File: src/rtl/dma_pkg.sv
// Shared DMA definitions used by the data-path blocks:
// state encoding, full byte-enable and the Avalon word size.
package dma_pkg;

    typedef enum logic [1:0] {
        IDLE  = 2'd0,
        WRITE = 2'd1,
        DONE  = 2'd2
    } dma_state_e;

    localparam logic [3:0] BE_FULL    = 4'hF;
    localparam int         WORD_BYTES = 4;

endpackage

File: src/rtl/dma_write_master.sv
// Drain side of the DMA data path: pops words from a show-ahead FIFO and
// writes them over an Avalon-MM write master to consecutive word addresses.
module dma_write_master
    import dma_pkg::*;
#(
    parameter int ADDR_W = 32,
    parameter int LEN_W  = 16
) (
    input  logic              iClk,
    input  logic              iReset_n,
    input  logic              iStart,
    input  logic [ADDR_W-1:0] iDstAddr,
    input  logic [LEN_W-1:0]  iLength,
    input  logic              iAbort,
    output logic              oBusy,
    output logic              oDone,
    output logic              oAborted,
    output logic              FF_readrequest,
    input  logic [31:0]       FF_q,
    input  logic              FF_empty,
    output logic [ADDR_W-1:0] avm_address,
    output logic              avm_write,
    output logic [31:0]       avm_writedata,
    output logic [3:0]        avm_byteenable,
    input  logic              avm_waitrequest
);

    localparam int CNT_W = LEN_W - 2;

    dma_state_e        state_q, state_d;
    logic [ADDR_W-1:0] addr_q, addr_d;
    logic [CNT_W-1:0]  words_q, words_d;
    logic              aborted_q, aborted_d;
    logic              abortPend_q, abortPend_d;

    logic              beatAccept;
    logic              beatStalled;
    logic              abortReq;
    logic [CNT_W-1:0]  startWords;
    logic              unusedBits;

    // Byte-offset bits of address and length carry no meaning for word transfers.
    assign unusedBits  = ^{iDstAddr[1:0], iLength[1:0]};
    assign startWords  = iLength[LEN_W-1:2];

    assign avm_write   = (state_q == WRITE) && !FF_empty;
    assign beatAccept  = avm_write && !avm_waitrequest;
    assign beatStalled = avm_write && avm_waitrequest;
    assign abortReq    = abortPend_q || iAbort;

    always_ff @(posedge iClk or negedge iReset_n) begin
        if (!iReset_n) begin
            state_q     <= IDLE;
            addr_q      <= '0;
            words_q     <= '0;
            aborted_q   <= 1'b0;
            abortPend_q <= 1'b0;
        end else begin
            state_q     <= state_d;
            addr_q      <= addr_d;
            words_q     <= words_d;
            aborted_q   <= aborted_d;
            abortPend_q <= abortPend_d;
        end
    end

    // A stalled beat must finish before an abort may take effect, and an
    // abort that lands on the final beat is reported as a normal completion.
    always_comb begin
        state_d     = state_q;
        addr_d      = addr_q;
        words_d     = words_q;
        aborted_d   = aborted_q;
        abortPend_d = abortPend_q;

        case (state_q)
            IDLE: begin
                if (iStart) begin
                    addr_d    = {iDstAddr[ADDR_W-1:2], 2'b00};
                    words_d   = startWords;
                    aborted_d = 1'b0;
                    state_d   = (startWords == '0) ? DONE : WRITE;
                end
            end

            WRITE: begin
                if (iAbort) begin
                    abortPend_d = 1'b1;
                end
                if (beatAccept) begin
                    addr_d  = addr_q + ADDR_W'(WORD_BYTES);
                    words_d = words_q - CNT_W'(1);
                end
                if (beatAccept && (words_q == CNT_W'(1))) begin
                    state_d = DONE;
                end else if (abortReq && !beatStalled) begin
                    state_d   = DONE;
                    aborted_d = 1'b1;
                end
            end

            DONE: begin
                abortPend_d = 1'b0;
                state_d     = IDLE;
            end

            default: begin
                state_d = IDLE;
            end
        endcase
    end

    assign oBusy          = (state_q == WRITE) || (state_q == DONE);
    assign oDone          = (state_q == DONE);
    assign oAborted       = aborted_q;
    assign FF_readrequest = beatAccept;
    assign avm_address    = addr_q;
    assign avm_writedata  = FF_q;
    assign avm_byteenable = BE_FULL;

endmodule
File: config.mk
export PLATFORM = sky130hd
export DESIGN_NAME = dma_write_master
export DESIGN_NICKNAME = d
export VERILOG_FILES = /design/src/rtl/dma_pkg.sv /design/src/rtl/dma_write_master.sv
export SDC_FILE = /design/constraint.sdc
export NUM_CORES = 1
export LEC_CHECK = 0
export ABC_CLOCK_PERIOD_IN_PS = 2750
export BUFFER_PORTS_ARGS = -buffer_cell sky130_fd_sc_hd__buf_2
export CORE_AREA = 2 2 92 94
export CTS_CLUSTER_SIZE = 10
export DETAILED_ROUTE_END_ITERATION = 7
export DIE_AREA = 0 0 94 96
export GPL_TIMING_DRIVEN = 0
export PLACE_DENSITY_LB_ADDON = 0.3
export SLEW_MARGIN = 20
export SYNTH_ARGS = -nofsm -noshare
export SYNTH_HDL_FRONTEND = slang
export SYNTH_SLANG_ARGS = --single-unit
File: constraint.sdc
create_clock -name iClk -period 2.75 [get_ports iClk]
set_input_delay 0.4125 -clock iClk [delete_from_list [all_inputs] [get_ports iClk]]
set_output_delay 0.4125 -clock iClk [all_outputs]
set_load 0.1 [all_outputs]
# Word-level counts from Yosys, hierarchy flattened
# Index checks and enable logic that the tools add are counted.
# Widths: inputs -> output; s select.
# classes
n_eq_ne	9
addsub	2
n_mux	17
n_reduce_logical	18
# ops
op	count
$mux 32	2
$pmux 32 s2	1
$add 32x3->32 const B	1
$mux 14	2
$pmux 14 s2	1
$eq 14x1->1 const B	1
$logic_not 14->1	1
$sub 14x1->14 const B	1
$mux 2	4
$ne 2x2->1 const B	4
$logic_and 1x1->1	5
$mux 1	4
$pmux 1 s2	2
$pmux 2 s2	1
$reduce_and 2->1	2
$reduce_and 4->1	1
$reduce_bool 2->1	2
$logic_not 1->1	3
$ne 3x1->1 const B	1
$reduce_and 3->1	1
$eq 2x1->1 const B	1
$eq 2x2->1 const B	1
$logic_not 2->1	1
$logic_or 1x1->1	2
$ne 2x1->1 const B	1
# word_totals
register_bits	50
output_inout_bits	73
in_bits	86

# Logic depth before layout (Yosys ltp)
# logic_depth
depth_word	8
depth_mapped	10
mapped_depth_nobuf	7

# Worst setup path before layout
# Ideal clock, no wire load.
# synth_path
path_kind	reg-to-reg
start	register state_q[1]
end	register state_q[0]
required_time_ns	2.629
stages_incl_launch_ff	7
path_slack_ns	-0.149
setup_ns	0.121
arrival_time_ns	2.778
cell_sequence	dfrtp_1 -> inv_1 -> ha_1 -> clkbuf_8 -> nor3b_2 -> a41oi_1 -> a22o_1
# synth_via
word_cells_on_any_way	13
classes_between	eq/ne: 3; mux: 2; reduce/logical: 8
# synth_lines
element	line_no	rtl
start, declared	dma_write_master.sv:30	dma_state_e state_q, state_d;
start signal, assigned	dma_write_master.sv:59	state_q <= state_d;
$eq 2x1->1 *	dma_write_master.sv:46	assign avm_write = (state_q == WRITE) && !FF_empty;
$logic_and 1x1->1 *	dma_write_master.sv:46	
$logic_and 1x1->1 *	dma_write_master.sv:47	assign beatAccept = avm_write && !avm_waitrequest;
via FF_readrequest	dma_write_master.sv:18	output logic FF_readrequest,
$logic_and 1x1->1 *	dma_write_master.sv:94	if (beatAccept && (words_q == CNT_W'(1))) begin
$mux 2 / $ne 3x1->1 (equally long branches)	n/a	
$pmux 2 s2 / $reduce_and 2->1 (equally long branches)	n/a	
# Mark *: on every way through the listed nets, which the timed path passes. The rest lies on a longest branch.
# A chain may end at the register's enable or synchronous reset.

# Final worst setup path
# layout_path
start	register state_q[1]
end	output port avm_write
# layout_via
elab_chain_cells	2
# layout_rtl
element	line_no	rtl
$eq 2x1->1	dma_write_master.sv:46	
$logic_and 1x1->1	dma_write_master.sv:46	
end, declared	dma_write_master.sv:22	output logic avm_write,
# No other way between the ends.

==> results.py <==
metrics = {
    "final_layout": {
        "fin_nets": 631,
        "layout_commonest_cell": "buf_2",
        "area_delta_synth_final_pct": 23.9,
        "final_cell_mix": "buf_2 (117), dfrtp_1 (48), buf_4 (43), nand2_1 (34), o21ai_0 (30)",
        "drive_above_1_share": 0.354,
        "diodes": 0,
        "final_area_sq_um": 4330,
        "utilization": 0.537,
    },
    "clock_network": {
        "h-tree-depth": 2,
        "clkLatencyLatePin_ns": 0.32,
        "cts_tree": "yes",
        "clock_sinks": 48,
        "cts_buffer_depth": 2,
        "cts_root_buffer": "clkbuf_8",
        "cts-buffers-inserted": 5,
        "post-cts-setup-buffers": 0,
        "clkSlewWorstSetupHoldPaths_ns": 0.09,
    },
    "worst_setup_path": {
        "endpoint_kind": "primary output",
        "path_class": "reg -> out",
        "critPathMaxFanout": 10,
        "crit_required_ns": 2.34,
        "critPathLaunchType": "flop",
        "arrival_ns": 2.19,
    },
    "synthesis": {
        "synth-seq-cells": 48,
        "synth_warnings": 0,
        "syn-cell-area_sq_um": 3490,
        "syn_area_per_cell_sq_um": 8.48,
        "synth-edff-count": 0,
        "ys_types": 57,
        "ys_dominant_reg_cell": "dfrtp_1",
        "async_flop_share": 1.00,
        "synthCells": 412,
        "seq_area_frac_synth": 0.344,
    },
    "floorplan": {
        "rows": 33,
        "start_util": 0.434,
        "ioPinCount": 159,
        "core_area_sq_um": 8050,
        "die-height_um": 96,
        "die_area_sq_um": 9020,
        "fp.dieW_um": 94,
    },
    "detailed_routing": {
        "routed_via_density": 5.64,
        "vias": 3638,
        "wl_mm": 10.1,
        "drc": 0,
        "drt_iter0_drc": 161,
        "ant_nets": 0,
        "firstDrtPassIters": 5,
        "wl_per_cell_um": 15.6,
    },
    "placed_design": {
        "postPlaceCellArea_sq_um": 4230,
        "io_buffer_count": 116,
        "place_congestion": 0.871,
        "post-dp-hpwl_mm": 7.56,
    },
    "hold_path": {
        "hold_class": "in -> async",
    },
    "timing": {
        "finalHoldViolCount": 0,
        "fin_skew_ns": 0.0159,
        "fin_tns_setup_ns": 0,
        "rsz0062_at_grt": "no",
        "drv_slew": 0,
        "min_period_ns": 2.61,
        "hold_slack_ns": 0.110,
        "max_freq_mhz": 384,
        "max_slew_margin": 0.565,
        "tightestPinTransition_ns": 0.653,
        "final.period_utilization": 0.948,
        "setup_viol": 0,
    },
    "global_routing": {
        "grt_max_degree": 49,
        "gr-usage-all-layers": 0.221,
        "antenna_found_initial": 0,
        "grt_pass1_wl_mm": 15.9,
        "gr-total-overflow": 0,
        "grt_pass1_vias": 3268,
    },
    "status": {
        "status": "finished, final reports clean",
    },
    "run": {
        "max_cap_violations": 0,
    },
}
==> timing repair <==
item / CTS / global route
cloned: 0 / 0
hold buffers: 0 / 0
setup endpoints to repair: 1 / 1
resized for setup: 1 / 2
==> cell families after synthesis <==
kind of cell	after synthesis	synth area share
other	2	0.00215
flip-flops	48	0.344
adder cells (fa/ha/maj)	6	0.0215
multiplexers	22	0.0641
AO/OA/AOI/OAI	118	0.212
AND/OR/NAND/NOR	143	0.222
buffers and inverters	73	0.134
==> routing by layer <==
layer,vias up,routed length (um),GRT usage
met4,0,106,0.0543
li1,1733,-,-
met1,1712,4280,0.295
met3,14,833,0.0345
met5,-,0,0
met2,179,4830,0.377
==> critical path: stages, from the launching register on <==
cell and delay [ns]:
dfrtp_1 0.39, inv_1 0.11, ha_1 0.20, clkbuf_8 0.18, clkinv_1 0.27, clkbuf_2 0.31
nor2_2 0.14, buf_4 0.29
==> path summary, 6_finish.rpt <==
check | startpoint | to | slack [ns] | cells past startpoint
max in group asynchronous | iReset_n | avm_address[8] | 2.18 | 1
worst max register to register | state_q[0] | words_q[6] | 0.30 | 9
worst max-delay path | state_q[1] | avm_write | 0.14 | 7
worst min-delay path | iReset_n | avm_address[13] | 0.11 | 1
min in group iClk | iDstAddr[17] | avm_address[17] | 0.34 | 3
worst min register to register | abortPend_q | abortPend_q | 0.56 | 2
==> registers in the layout (all words and copies together) (netlist names) <==
name	count
avm_address	30
state_q	2
words_q	14
abortPend_q	1
oAborted	1
==> layout make-up <==
cell class              count  area, sq um
fillers                   788         3720
multi-input cells         295         1850
flip-flops and latches     48         1200
repair buffers            116          586
plain buffers              61          425
well taps                 105          131
clock buffers               6         82.6
inverters                  12         45.0
clock inverters             2         10.0
==> metrics by stage <==
| stage | worst slack [ns] | instances |
|---|---|---|
| 2_1_floorplan | 0.325 | 416 |
| 3_3_place_gp | 0.300 | 637 |
| 3_5_place_dp | 0.278 | 637 |
| 4_1_cts | 0.0518 | 645 |
| 5_1_grt | 0.00824 | 645 |
| 6_report | 0.143 | 645 |
==> synth_stat cells, types with 2 or more instances <==
master / n / area [sq um]
dfrtp_1: 48 / 1200
buf_4: 41 / 308
nand2_1: 34 / 128
o21ai_0: 30 / 150
a21oi_1: 29 / 145
nor2_1: 27 / 101
a22oi_1: 20 / 150
mux2i_1: 19 / 190
nor3_1: 18 / 90.1
nand3_1: 13 / 65.1
clkbuf_1: 11 / 41.3
inv_1: 11 / 41.3
o22ai_1: 11 / 68.8
nand4_1: 10 / 62.6
ha_1: 6 / 75.1
nor4_1: 6 / 37.5
nor2b_1: 4 / 25.0
o211ai_1: 4 / 30.0
a211oi_1: 3 / 22.5
a22o_1: 3 / 26.3
a311oi_1: 3 / 26.3
a31oi_1: 3 / 18.8
and2_1: 3 / 18.8
and3_1: 3 / 18.8
and3_2: 3 / 22.5
and4_1: 3 / 26.3
buf_2: 3 / 15.0
mux2_2: 3 / 33.8
nand2b_1: 3 / 18.8
a21o_1: 2 / 15.0
a221o_1: 2 / 20.0
buf_6: 2 / 22.5
clkbuf_2: 2 / 10.0
clkbuf_8: 2 / 27.5
conb_1: 2 / 7.51
or3_1: 2 / 12.5
or3_2: 2 / 15.0
or4_1: 2 / 15.0
Power is left out: the tool's default activity adds up to more than one toggle a clock period on the data nets, which glitch-free logic cannot reach.
